==> config.mk <==
export PLATFORM = sky130hd
export DESIGN_NAME = axi_rd_responder
export DESIGN_NICKNAME = d
export VERILOG_FILES = /design/src/rtl/axi_rd_responder.sv
export SDC_FILE = /design/constraint.sdc
export NUM_CORES = 1
export LEC_CHECK = 0
export ABC_AREA = 1
export BUFFER_PORTS_ARGS = -buffer_cell sky130_fd_sc_hd__buf_2
export CORE_ASPECT_RATIO = 1.2
export CORE_UTILIZATION = 27
export DETAILED_ROUTE_END_ITERATION = 10
export PLACE_DENSITY = 0.47
export SETUP_SLACK_MARGIN = 0.5
export SYNTH_ARGS = -nofsm -noshare
export SYNTH_HDL_FRONTEND = slang
export SYNTH_SLANG_ARGS = --single-unit
==> constraint.sdc <==
create_clock -name clk_i -period 2.8 [get_ports clk_i]
set_clock_uncertainty 0.05 [all_clocks]
set_input_delay 0.28 -clock clk_i [delete_from_list [all_inputs] [get_ports clk_i]]
set_output_delay 0.28 -clock clk_i [all_outputs]
set_load 0.01 [all_outputs]
==> src/rtl/axi_rd_responder.sv <==
// AXI4 read-only subordinate answering 64-bit INCR bursts, one at a time, from a
// synchronous single-port memory whose read data arrives one cycle after mem_req_o.
module axi_rd_responder #(
   parameter int          AxiIdWidth = 4,
   parameter logic [63:0] AddrBase   = 64'h0001_0000,
   parameter int          MemWords   = 1024
) (
   input  logic                        clk_i,
   input  logic                        rst_ni,
   input  logic                        ar_valid_i,
   output logic                        ar_ready_o,
   input  logic [63:0]                 ar_addr_i,
   input  logic [7:0]                  ar_len_i,
   input  logic [2:0]                  ar_size_i,
   input  logic [1:0]                  ar_burst_i,
   input  logic [AxiIdWidth-1:0]       ar_id_i,
   output logic                        r_valid_o,
   input  logic                        r_ready_i,
   output logic [63:0]                 r_data_o,
   output logic [AxiIdWidth-1:0]       r_id_o,
   output logic [1:0]                  r_resp_o,
   output logic                        r_last_o,
   output logic                        mem_req_o,
   output logic [$clog2(MemWords)-1:0] mem_addr_o,
   input  logic [63:0]                 mem_rdata_i,
   output logic                        busy_o
);

   localparam int          AW         = $clog2(MemWords);
   localparam logic [63:0] AddrLimit  = AddrBase + (64'(MemWords) << 3);
   localparam logic [1:0]  RespOkay   = 2'b00;
   localparam logic [1:0]  RespSlvErr = 2'b10;
   localparam logic [1:0]  RespDecErr = 2'b11;

   typedef enum logic [1:0] {IDLE, FETCH, RESP} state_t;

   state_t        state;
   logic [7:0]    len_q;
   logic [7:0]    cnt_q;
   logic [AW-1:0] waddr_q;
   logic [63:0]   data_q;
   logic          fresh_q;
   logic [1:0]    ar_err;
   logic          ar_hs;
   logic          r_hs;

   always_comb begin
      ar_err = RespOkay;
      if (ar_burst_i != 2'b01 || ar_size_i != 3'b011) begin
         ar_err = RespSlvErr;
      end else if (ar_addr_i < AddrBase || ar_addr_i >= AddrLimit) begin
         ar_err = RespDecErr;
      end
   end

   assign ar_hs      = ar_valid_i && ar_ready_o;
   assign r_hs       = r_valid_o && r_ready_i;
   assign mem_addr_o = waddr_q;

   // The memory word is only on mem_rdata_i during the first RESP cycle of a beat;
   // after that the captured copy keeps r_data_o stable under backpressure.
   assign r_data_o = fresh_q ? mem_rdata_i : data_q;

   // NOTE: every register below is assigned with <= so all of them update from the
   // same pre-edge values; mixing in blocking assignments would make results order-dependent.
   always_ff @(posedge clk_i) begin
      if (!rst_ni) begin
         state      <= IDLE;
         ar_ready_o <= 1'b0;
         r_valid_o  <= 1'b0;
         r_last_o   <= 1'b0;
         r_resp_o   <= RespOkay;
         r_id_o     <= '0;
         mem_req_o  <= 1'b0;
         busy_o     <= 1'b0;
         fresh_q    <= 1'b0;
         data_q     <= '0;
         len_q      <= '0;
         cnt_q      <= '0;
         waddr_q    <= '0;
      end else begin
         unique case (state)
            IDLE: begin
               ar_ready_o <= 1'b1;
               if (ar_hs) begin
                  ar_ready_o <= 1'b0;
                  busy_o     <= 1'b1;
                  r_id_o     <= ar_id_i;
                  r_resp_o   <= ar_err;
                  len_q      <= ar_len_i;
                  cnt_q      <= '0;
                  waddr_q    <= AW'((ar_addr_i - AddrBase) >> 3);
                  data_q     <= '0;
                  if (ar_err == RespOkay) begin
                     mem_req_o <= 1'b1;
                     state     <= FETCH;
                  end else begin
                     r_valid_o <= 1'b1;
                     r_last_o  <= (ar_len_i == 8'd0);
                     state     <= RESP;
                  end
               end
            end

            FETCH: begin
               mem_req_o <= 1'b0;
               fresh_q   <= 1'b1;
               r_valid_o <= 1'b1;
               r_last_o  <= (cnt_q == len_q);
               state     <= RESP;
            end

            RESP: begin
               fresh_q <= 1'b0;
               if (fresh_q) begin
                  data_q <= mem_rdata_i;
               end
               if (r_hs) begin
                  if (cnt_q == len_q) begin
                     r_valid_o  <= 1'b0;
                     r_last_o   <= 1'b0;
                     busy_o     <= 1'b0;
                     ar_ready_o <= 1'b1;
                     state      <= IDLE;
                  end else begin
                     cnt_q   <= cnt_q + 8'd1;
                     waddr_q <= waddr_q + AW'(1);
                     if (r_resp_o == RespOkay) begin
                        r_valid_o <= 1'b0;
                        mem_req_o <= 1'b1;
                        state     <= FETCH;
                     end else begin
                        // Error beats carry no data, so the next one follows immediately.
                        r_last_o <= ((cnt_q + 8'd1) == len_q);
                     end
                  end
               end
            end

            default: state <= IDLE;
         endcase
      end
   end

endmodule
---- Word level (Yosys, flattened, before mapping) ----
Index checks and enable logic that the tools add are counted.
word-level totals
  word-level logic and storage cells ...... 99
  register bits after elaboration ......... 104
  output and inout port bits .............. 85
  input bits .............................. 149
operators by class
  mux-type cells .......................... 46
  eq/ne operators ......................... 15
  add/subtract/negate cells ............... 3
  magnitude comparators ................... 2
  reductions and logical operators ........ 20
operators by type and width
  cell                                                                                   number
  64-bit two-way mux                                                                     2
  64-bit case mux with 2 select lines                                                    1
  64-bit by 17-bit greater-or-equal comparator with 1-bit output, second input constant  1
  64-bit by 17-bit < comparator with 1-bit output, second input constant                 1
  10-bit two-way mux                                                                     3
  8-bit two-way mux                                                                      3
  1-bit two-way mux                                                                      21
  10-bit case mux with 2 select lines                                                    1
  8-bit equality test                                                                    2
  8-bit case mux with 2 select lines                                                     1
  2-bit two-way mux                                                                      7
  2-bit inequality test, second input constant                                           7
  13-bit by 1-bit subtractor with 13-bit output, second input constant                   1
  10-bit by 1-bit adder with 10-bit output, second input constant                        1
  5-bit AND reduction                                                                    2
  1-bit case mux with 3 select lines                                                     3
  8-bit by 1-bit adder with 8-bit output, second input constant                          1
  8-bit zero test                                                                        1
  4-bit AND reduction                                                                    2
  2-bit zero test                                                                        3
  3-bit inequality test, second input constant                                           2
  1-bit case mux with 2 select lines                                                     3
  2-bit case mux with 3 select lines                                                     1
  3-bit AND reduction                                                                    2
  other kinds (10)                                                                       14

---- Depth between registers and ports, before layout ----
Gate-level depths: netlist of the first run.
  depth after elaboration ................. 8
  mapped depth ............................ 14
  depth with buffers taken out ............ 14

---- Worst setup path after synthesis of the first run ----
OpenSTA, ideal clock, no wires.
  path kind ............................... reg2reg
  from .................................... register state[0]
  to ...................................... register waddr_q[9], in the netlist mem_addr_o[9]
  path buffers ............................ 1
  data required time ...................... 2.680 ns
  arrival time ............................ 1.685 ns
  setup slack ............................. 0.994 ns
  stages on the path, launching flop included .. 11
  library setup time ...................... 0.070 ns
  period minus slack after synthesis ...... 1.806 ns
  path through ............................ dfxtp_1 -> inv_1 -> ha_1 -> nand2_1 -> inv_1 -> nor2_1 -> nand3_4 -> inv_4 -> buf_6 -> o211ai_1 -> a21oi_1
between the ends
  longest elaborated chain between the ends .. 3
  elaborated cells on any way between the ends .. 8
  classes of those cells .................. eq/ne: 4; mux: 1; reduce/logical: 3
RTL lines
  item                                                                          line  RTL
  start: declaration                                                            37    state_t state;
  start signal: assignment                                                      68    state <= IDLE;
  start signal: assignment                                                      96    state <= FETCH;
  start signal: assignment                                                      100   state <= RESP;
  2-bit equality test / 2-bit zero test (equally long branches)                 82    unique case (state)
  2-bit inequality test (no line) / 2-bit nonzero test (equally long branches)  n/a
  4-bit AND reduction (no line)                                                 n/a
  end signal: assignment                                                        92    waddr_q <= AW'((ar_addr_i - AddrBase) >> 3);
  end signal: assignment                                                        127   waddr_q <= waddr_q + AW'(1);
  end: declaration                                                              40    logic [AW-1:0] waddr_q;
Parallel ways exist; a longest one is shown, timed or not.
A chain may end at the register's enable or synchronous reset.

---- Final worst setup path of the first run ----
  from .................................... register state[0]
  to ...................................... register waddr_q[7], in the netlist mem_addr_o[7]
Same word-level chain as after synthesis.

==> results of run 1 <==
[through the flow]
| step | utilization (%) | std cells |
|---|---|---|
| after floorplan | - | 755 |
| after global placement | 34.9 | 1220 |
| after detailed placement | 34.9 | 1220 |
| after CTS | 36.6 | 1239 |
| after global routing | 36.6 | 1239 |
| final | 36.6 | 1239 |
[cell type report]
class                      instances  area, sq um  area share [%]
clock buffer                       9          225            3.14
timing repair buffer             243         1280            17.9
clock inverter                     7         86.3            1.21
sequential                       104         2080            29.1
inverter                          45          171            2.39
tap                              261          327            4.56
multi-input combinational        570         2990            41.7
[cells in the mapped netlist, types with 4 or more instances]
cell and number:
nand4_1 4, clkbuf_1 22, a21oi_1 96, dfxtp_1 104
nor2_1 76, inv_2 4, buf_2 12, mux2_2 64
ha_1 6, inv_1 40, o21ai_0 29, nand3_1 26
nand2_1 243, nor3_1 6
[path summary, 6_finish.rpt]
kind / from / endpoint
max: state[0]$_SDFFE_PN0P_ / mem_addr_o[7]$_SDFFE_PN0P_
min: ar_id_i[3] / r_id_o[3]$_SDFFE_PN0P_
max reg2reg: state[0]$_SDFFE_PN0P_ / mem_addr_o[7]$_SDFFE_PN0P_
min reg2reg: data_q[50]$_SDFFE_PN0P_ / data_q[50]$_SDFFE_PN0P_
[repair_timing]
| action | in CTS | in global routing |
|---|---|---|
| hold buffers | 0 | 0 |
| gates resized for setup | 0 | 3 |
| setup buffers | 3 | 0 |
| setup endpoints to repair | 1 | 68 |
| pin swaps | 1 | 0 |
| gates cloned | 0 | 0 |
[critical path, stage by stage (launching register included)]
cell and delay (ns):
dfxtp_1 0.40, inv_1 0.10, ha_1 0.30, nand2_1 0.21, inv_1 0.12, nor2_2 0.18
nand3_4 0.15, buf_4 0.21, a21oi_1 0.15, a21oi_1 0.08
[power groups by stage]
stage	clock (W)	combinational [W]	sequential (W)
6_report	0.00136	0.00296	0.00186
5_1_grt	0.00148	0.00332	0.00189
4_1_cts	0.00142	0.00300	0.00186
3_5_place_dp	0	0.00294	0.00189
3_3_place_gp	0	0.00295	0.00189
2_1_floorplan	0	0.00198	0.00189
[flip-flops by register name (all words and copies together), names as in the netlist]
| register | cells |
|---|---|
| data_q | 64 |
| mem_addr_o | 10 |
| fresh_q | 1 |
| r_resp_o | 2 |
| cnt_q | 8 |
| r_last_o | 1 |
| r_valid_o | 1 |
| ar_ready_o | 1 |
| state | 2 |
| len_q | 8 |
| r_id_o | 4 |
| busy_o | 1 |
| mem_req_o | 1 |
[logic make-up (layout without fill, tap and decap cells)]
family	after synthesis	after routing	synth area share, %
simple gates	364	364	27.1
compound gates	134	134	13.0
flops	104	104	38.6
buf+inv	81	304	6.24
mux	64	64	13.4
fa+ha+maj	6	6	1.39
xor+xnor	2	2	0.325
[routing by layer]
| layer | track usage (%) | part of all wire (%) | wire, um | vias up |
|---|---|---|---|---|
| met1 | 20.5 | 46 | 7560 | 2455 |
| met5 | 0 | 0 | 0 | - |
| li1 | - | - | - | 2904 |
| met2 | 27.7 | 48 | 7880 | 120 |
| met3 | 4.79 | 5.3 | 873 | 14 |
| met4 | 4.82 | 1.4 | 225 | 0 |
==> reports/qor.yml, run 1 <==
yosys:
  synthArstFlopShare_pct: 0
  synth_seq_cells: 104
  ys_warn_count: 0
  synth.cell_area_sq_um: 5400
  yosysTopAreaCell: "dfxtp_1"
  syn-num-nets: 910
  synth_edf_count: 0
  ys.flop_type: "dfxtp_1"
  synth_top_area_share_pct: 38.6
  netlist_top_cells_area: "dfxtp_1 39%, nand2_1 17%, mux2_2 13%"
  synth_cell_type_count: 32
  syn_inst: 755
  syn_area_per_cell_sq_um: 7.15
  seq_area_frac_synth_pct: 38.6
pwr:
  leakagePower_nw: 3.31
  power_frac_seq_pct: 30.0
  irDropWorstVdd_mv: 0.519
  finalPower_w: 0.00618
  comb_power_share_pct: 47.9
  p_per_area_nw_per_um2: 863
  p_sw_w: 0.00263
  pwr-share-clk_pct: 22.0
  switching_share_pct: 42.6
  power.internal_w: 0.00355
worst_hold_path:
  min_path_cells: 3
  worstHoldPathType: "in2reg"
route:
  drt_drc_violations_left: 0
  firstDrtPassIters: 4
  drt_iter0_drc: 210
  routed_wl_mm: 16.5
  ant_nets: 0
  wl_per_cell_um: 13.4
  vias_per_cell: 4.43
  vias: 5493
global_route:
  grt_pass1_wl_mm: 26.5
  antenna_found_initial: 0
  grt_max_degree: 65
  overflow: 0
  track_usage_pct: 16.6
  grt_pass1_vias: 5274
final_layout:
  drive_above_1_share_pct: 34.4
  finalInstanceArea_sq_um: 7160
  final_common_cell: "nand2_1"
  nNetsFinal: 1128
  antenna_cells: 0
  areaGrowthSynthToFinish_pct: 32.7
  mostFrequentLayoutCells: "243 x nand2_1, 230 x buf_2, 103 x dfxtp_1"
  fillers: 2151
worst_setup_path:
  start_kind: "register"
  critical_path_class: "reg2reg"
  cp-end-kind: "register"
  reg2regPathDepth: 9
  rrSetupSlack_ns: 0.75
  cp.required_ns: 3.00
  path_max_fanout: 11
  cp.arrival_ns: 2.25
floorplanning:
  row_count: 56
  dieArea_sq_um: 20600
  die_x_um: 131
  io_pins: 234
  core-area_sq_um: 19500
  initial_core_util_pct: 27.6
  die_h_um: 157
cts:
  clock_sinks: 104
  cts_buffer_depth: 2
  root_buffer: "clkbuf_16"
  cts_made_buffers: 9
  cts_tree: "built"
  path_clk_slew_ns: 0.08
  clk_latency_ns: 0.35
  ctsHtreeMaxLevel: 3
sta:
  setup_violations: 0
  rsz0062_at_grt: "false"
  finalHoldViolCount: 0
  slew_headroom_pct: 57.9
  fin_ws_ns: 0.747
  worstMarginPinSlew_ns: 0.626
  post-route-period-util_pct: 73.3
  slew_violations: 0
  fmax_ghz: 0.487
  setup-tns-final_ns: 0
  hold_slack_ns: 0.0954
  fin_crit_ns: 2.05
placement:
  hpwl_mm: 11.8
  port_buffers: 230
  place_congestion: 0.779
  placed_area_sq_um: 6820
  pre_cts_slack_ns: 0.487
flow_run:
  maxCapViolCount: 0
run_status:
  outcome: "completed"
Note: power is estimated with default switching activity, not from simulation.
==> run 2, diff against run 1 <==
--- a/config.mk
+++ b/config.mk
@@ -10,7 +10,7 @@
 export CORE_ASPECT_RATIO = 1.2
 export CORE_UTILIZATION = 27
 export DETAILED_ROUTE_END_ITERATION = 10
-export PLACE_DENSITY = 0.47
+export PLACE_DENSITY = 0.49
 export SETUP_SLACK_MARGIN = 0.5
 export SYNTH_ARGS = -nofsm -noshare
 export SYNTH_HDL_FRONTEND = slang
==> constraint.sdc (replaced) <==
create_clock -name clk_i -period 1.8 [get_ports clk_i]
set_clock_uncertainty 0.05 [all_clocks]
set_input_delay 0.18 -clock clk_i [delete_from_list [all_inputs] [get_ports clk_i]]
set_output_delay 0.18 -clock clk_i [all_outputs]
set_load 0.01 [all_outputs]
==> run 2 against run 1 <==
Design area up 49%. Largest power group unchanged. Critical path depth down 5. Total power rose to 2.7 times the previous value. Worst hold slack worse by 0.079 ns. Core utilization up 18 points. Sequential power up 61%. Critical path type is now reg2out. First-iteration DRC count up 17%. Final cell count up 8.5%. Via count up 16%. Largest cell class unchanged.
==> reports/qor.yml, run 2 (same netlist as run 1, synthesis figures left out) <==
placement:
  dp.cells: 1232  # +0.98%
  hpwl_mm: 11.5  # -2.2%
  place_congestion: 0.769  # -1.3%
  port_buffers: 230  # unchanged
worst_setup_path:
  crit_top_cell: "clkbuf_16"
  slowest_stage: "dfxtp_4"
  start_kind: "register"
  path_max_fanout: 5  # -6
  cp_cell_sequence: "clkbuf_16 -> clkbuf_16 -> mux2_4 -> buf_6"
  cp.arrival_ns: 1.54  # -0.71 ns
  cp.required_ns: 1.57  # -1.43 ns
  cp-end-kind: "output port"
  crit_path_max_incr_delay_ns: 0.40  # about the same
  worst-path-buf-inv: 3  # unchanged
  critical_path_class: "reg2out"
  crit_family: "buffers and inverters"
floorplanning:
  initial_core_util_pct: 27.6  # unchanged
  die_x_um: 131  # unchanged
  core-area_sq_um: 19500  # unchanged
  die_h_um: 157  # unchanged
  row_count: 56  # unchanged
  dieArea_sq_um: 20600  # unchanged
  io_pins: 234  # unchanged
global_route:
  grt_pass1_wl_mm: 28.3  # +6.5%
  overflow: 0  # unchanged
  grt_pass1_vias: 5670  # +7.5%
  grt_max_degree: 61  # -6.2%
  antenna_found_initial: 1  # +1
  track_usage_pct: 17.8  # +1.2 points
final_layout:
  final_common_cell: "buf_2"
  nNetsFinal: 1232  # +9.2%
  post-route-util_pct: 54.7  # +18 points
  areaGrowthSynthToFinish_pct: 98.0
  mostFrequentLayoutCells: "166 x buf_2, 135 x nand2_1, 86 x dfxtp_1"
  drive_above_1_share_pct: 64.5  # +30 points
  final_cells: 1344  # +8.5%
  largest-register: "data_q"
  fillers: 1711  # -20%
  largest_reg_flops: 64  # unchanged
route:
  vias: 6373  # +16%
  drt_iter0_drc: 246  # +17%
  routed_wl_mm: 21.3  # +29%
  vias_per_cell: 4.74  # +7.0%
  wl_per_cell_um: 15.8  # +18%
  ant_nets: 0  # unchanged
  firstDrtPassIters: 4  # unchanged
  drt_drc_violations_left: 0  # unchanged
pwr:
  power.internal_w: 0.00979  # +180%
  p_per_area_nw_per_um2: 1530  # +78%
  irDropWorstVdd_mv: 0.685  # +32%
  pwr-share-clk_pct: 12.7  # -9.3 points
  comb_power_share_pct: 69.1  # +21 points
  switching_share_pct: 40.3  # -2.3 points
  p_sw_w: 0.00661  # +150%
  power_frac_seq_pct: 18.2  # -12 points
  leakagePower_nw: 4.99  # +51%
cts:
  clk_latency_ns: 0.37  # +0.02 ns
  root_buffer: "clkbuf_16"
  cts_tree: "built"
  ctsHtreeMaxLevel: 3  # unchanged
  path_clk_slew_ns: 0.07  # about the same
  cts_made_buffers: 9  # unchanged
  cts_buffer_depth: 2  # unchanged
  clock_sinks: 104  # unchanged
sta:
  finalHoldViolCount: 0  # unchanged
  rsz0062_at_grt: "true"
  fin_crit_ns: 1.77
  setup-tns-final_ns: 0  # unchanged
  fmax_ghz: 0.566
  slew_violations: 0  # unchanged
  post-route-period-util_pct: 98.2
  worstMarginPinSlew_ns: 0.473  # -0.153 ns
  setup_violations: 0  # unchanged
  slew_headroom_pct: 68.4  # +11 points
run_status:
  outcome: "completed"
worst_hold_path:
  worstHoldPathType: "in2reg"
flow_run:
  maxCapViolCount: 0  # unchanged
[run 2: cell types whose count changed in the layout (fill, tap and decap cells not counted), sizes merged]
cell and delta:
dlygate4sd3 +2, bufinv -1, clkbuf +7, clkinv +3, diode +1, buf +93
[run 2: through the flow]
| stage | cell area (sq um) | hold slack [ns] | power (W) | setup slack [ns] |
|---|---|---|---|---|
| after detailed placement | 7110 | 0.372 | 0.00826 | 0.0529 |
| after floorplan | 5640 | 0.265 | 0.00660 | 0.270 |
| final | 10700 | 0.0169 | 0.0164 | 0.0328 |
| after global routing | 10700 | 0.0327 | 0.0172 | -0.0951 |
| after CTS | 8650 | 0.0207 | 0.0132 | 0.0621 |
| after global placement | 7110 | 0.353 | 0.00826 | 0.0972 |
[run 2: tightest hold or removal path, cell delays in order]
cell    delay [ns]
buf_2         0.10
nor2_4        0.04
nor2_2        0.07
[run 2: power groups by stage]
stage	sequential (W)	clock (W)	combinational (W)
finish	0.00299	0.00208	0.0113
global route	0.00303	0.00223	0.0120
CTS	0.00295	0.00213	0.00814
detailed placement	0.00300	0	0.00526
global placement	0.00300	0	0.00526
floorplan	0.00298	0	0.00362
[run 2: repair_timing]
item                       CTS  global route
buffers inserted            46            20
hold buffers                 2             0
setup endpoints to repair  167           167
hold endpoints to repair     2             0
gates cloned                16            11
resized for setup          116           418
pin swaps                   38            83
[run 2: final cells by class]
cell class              instances  area [sq um]  area share, %
clock buffers                   9           225           2.11
repair buffers                345          3270           30.6
multi-input cells             570          4410           41.3
well taps                     261           327           3.06
diodes                          1          2.50         0.0234
inverters                      45           209           1.96
repair inverters                2          31.3          0.293
clock inverters                 7          85.1          0.796
flip-flops and latches        104          2130           19.9
[run 2: path summary, 6_finish.rpt]
| kind | startpoint | endpoint | slack [ns] | cells past startpoint |
|---|---|---|---|---|
| setup / recovery | fresh_q$_SDFFE_PN0N_ | r_data_o[11] | 0.03 | 4 |
| hold / removal | ar_id_i[0] | r_id_o[0]$_SDFFE_PN0P_ | 0.02 | 3 |
| setup reg to reg | cnt_q[0]$_SDFFE_PN0P_ | r_last_o$_SDFFE_PN0P_ | 0.04 | 12 |
| hold reg to reg | busy_o$_SDFFE_PN0P_ | busy_o$_SDFFE_PN0P_ | 0.42 | 2 |
[run 2: metal layers]
metal	track usage (%)	vias to the layer above	part of all wire (%)
met2	31.1	188	52
li1	-	3149	-
met4	6.29	0	2.7
met3	3.69	44	4.4
met1	21.2	2992	41
met5	0	-	0
==> run 3, diff against run 2 <==
--- a/config.mk
+++ b/config.mk
@@ -10,7 +10,7 @@
 export CORE_ASPECT_RATIO = 1.2
 export CORE_UTILIZATION = 27
 export DETAILED_ROUTE_END_ITERATION = 10
-export PLACE_DENSITY = 0.49
+export PLACE_DENSITY = 0.63
 export SETUP_SLACK_MARGIN = 0.5
 export SYNTH_ARGS = -nofsm -noshare
 export SYNTH_HDL_FRONTEND = slang
==> run 3 against run 2 <==
Largest power group unchanged. Count of clock-buffer cells in the layout rose by 1. First-iteration DRC count rose by 47%. Total power rose by 1.1%. Critical endpoint is now data_q[8]$_SDFFE_PN0P_. Largest cell class unchanged. Highest routed layer unchanged. Via count rose by 1.8%. Sequential cell count did not move.
==> reports/qor.yml, run 3 (same netlist as run 1, synthesis figures left out) <==
cts:
  cts_buffer_depth: 2  # unchanged
  clk_latency_ns: 0.35  # -0.02 ns
  clock_sinks: 104  # unchanged
  root_buffer: "clkbuf_16"
  cts_made_buffers: 9  # unchanged
  path_clk_slew_ns: 0.09  # +0.02 ns
  ctsHtreeMaxLevel: 3  # unchanged
  cts_tree: "built"
worst_setup_path:
  rrSetupSlack_ns: 0.05  # about the same
  crit_path_max_incr_delay_ns: 0.38  # -0.02 ns
  reg2regPathDepth: 12  # unchanged
  cp_cell_sequence: "inv_4 -> ha_4 -> nand2_4 -> inv_4 -> nor2_4 -> buf_6 -> inv_12 -> buf_12 -> buf_12 -> buf_16 -> nand2_1 -> a21oi_1"
  cp.required_ns: 1.98  # +0.41 ns
  r2r_start: "state[1]$_SDFFE_PN0P_"
  cp-end-kind: "register"
  path_max_fanout: 5  # unchanged
  critical_path_class: "reg2reg"
  slowest_stage: "dfxtp_4"
  start_kind: "register"
  cp.arrival_ns: 1.93  # +0.39 ns
  reg2reg_to: "data_q[8]$_SDFFE_PN0P_"
sta:
  rsz0062_at_grt: "true"
  post-route-period-util_pct: 97.0  # -1.2 points
  slew_headroom_pct: 71.4  # +3.0 points
  fmax_ghz: 0.573  # +1.2%
  fin_crit_ns: 1.75  # -0.0212 ns
  fin_ws_ns: 0.0541  # +0.0212 ns
  setup_violations: 0  # unchanged
  slew_violations: 0  # unchanged
  setup-tns-final_ns: 0  # unchanged
  finalHoldViolCount: 0  # unchanged
  worstMarginPinSlew_ns: 0.429  # -0.0445 ns
pwr:
  leakagePower_nw: 4.60  # -7.7%
  p_per_area_nw_per_um2: 1610  # +5.2%
  irDropWorstVdd_mv: 0.720  # +5.2%
route:
  routed_wl_mm: 22.6  # +6.2%
  ant_nets: 0  # unchanged
  wl_per_cell_um: 16.7  # +5.5%
  vias: 6487  # +1.8%
  vias_per_cell: 4.80  # +1.2%
  firstDrtPassIters: 4  # unchanged
  drt_drc_violations_left: 0  # unchanged
  drt_iter0_drc: 362  # +47%
floorplanning:
  die_x_um: 131  # unchanged
  dieArea_sq_um: 20600  # unchanged
  io_pins: 234  # unchanged
  initial_core_util_pct: 27.6  # unchanged
  die_h_um: 157  # unchanged
  row_count: 56  # unchanged
  core-area_sq_um: 19500  # unchanged
final_layout:
  multiInputGateArea_sq_um: 3940  # -11%
  mostFrequentLayoutCells: "166 x buf_2, 162 x nand2_1, 90 x buf_6"
  nNetsFinal: 1238  # +0.49%
  fillers: 1693  # -1.1%
  final_cells: 1352  # +0.60%
  post-route-util_pct: 52.6  # -2.1 points
  drive_above_1_share_pct: 56.5  # -8.0 points
  ff_latch_area_sq_um: 2130  # -0.18%
  areaGrowthSynthToFinish_pct: 90.3
  largest_reg_flops: 64  # unchanged
  largest-register: "data_q"
  final_common_cell: "buf_2"
worst_hold_path:
  worstHoldPathType: "in2reg"
  min_from: "ar_id_i[0]"
  min_path_cells: 3  # unchanged
  hold_path_end: "r_id_o[0]$_SDFFE_PN0P_"
placement:
  place_congestion: 0.784  # +2.0%
  dp.cells: 1228  # -0.32%
  port_buffers: 230  # unchanged
  hpwl_mm: 11.0  # -4.5%
  pre_cts_slack_ns: 0.0574  # +0.00452 ns
global_route:
  track_usage_pct: 19.2  # +1.4 points
  grt_pass1_vias: 5951  # +5.0%
  grt_pass1_wl_mm: 30.1  # +6.4%
  antenna_found_initial: 3  # +2
  overflow: 0  # unchanged
  grt_max_degree: 74  # +21%
flow_run:
  maxCapViolCount: 0  # unchanged
run_status:
  outcome: "completed"
run 3: changes by cell type in the layout (fill, tap and decap cells not counted), sizes merged:
cell,delta
clkinvlp,-1
clkinv,-1
clkbuf,-2
diode,+2
buf,+10
run 3: power by group:
part | switching, W | internal, W
Clock | 0.00103 | 0.000978
Combinational | 0.00528 | 0.00633
Sequential | 0.000306 | 0.00266
Total | 0.00661 | 0.00997
run 3: repair_timing:
action                                  CTS  global route
hold buffers                              2             0
pin swaps                                63            31
endpoints found under the setup margin  167           167
setup buffers                            56            20
gates resized for setup                 168           251
gates cloned                             21             6
hold endpoints to repair                  2             0
run 3: worst max-delay path: cells and delay by family, from the launching register on:
family,cells,cell delay [ns]
simple gates,3,0.26
compound gates,1,0.08
fa+ha+maj,1,0.18
flops,1,0.38
buf+inv,7,0.67
run 3: stage by stage:
stage | instance area [sq um] | power (W) | hold WS [ns]
after CTS | 8910 | 0.0143 | 0.0103
after global routing | 10300 | 0.0174 | 0.0140
after detailed placement | 7040 | 0.00797 | 0.361
final | 10300 | 0.0166 | 0.0174
after floorplan | 5640 | 0.00660 | 0.265
after global placement | 7040 | 0.00796 | 0.356
run 3: area by class of cell:
type / count / area share (%)
diodes: 3 / 0.0731
clock buffers: 10 / 2.23
clock inverters: 6 / 0.585
inverters: 45 / 2.31
multi-input cells: 570 / 38.3
flip-flops and latches: 104 / 20.7
well taps: 261 / 3.18
repair buffers: 352 / 32.5
repair inverters: 1 / 0.110
run 3: per-layer routing:
metal,global-route usage [%],routed length (um)
met4,9.30,808
met1,23.3,9190
met3,3.01,1210
met5,0,0
met2,32.6,11400
run 3: how the worst max path moves through the flow:
stage                                startpoint                         end  slack (ns)  cells after the start
final                     state[1]$_SDFFE_PN0P_      data_q[8]$_SDFFE_PN0P_        0.05                     12
after global routing      len_q[7]$_SDFFE_PN0P_         busy_o$_SDFFE_PN0P_       -0.02                     13
after CTS                  fresh_q$_SDFFE_PN0N_                r_data_o[38]        0.03                      3
after detailed placement  cnt_q[1]$_SDFFE_PN0P_  mem_addr_o[7]$_SDFFE_PN0P_        0.06                     12
after global placement    cnt_q[1]$_SDFFE_PN0P_  mem_addr_o[7]$_SDFFE_PN0P_        0.09                     12
after floorplan           cnt_q[5]$_SDFFE_PN0P_  mem_addr_o[5]$_SDFFE_PN0P_        0.27                     11
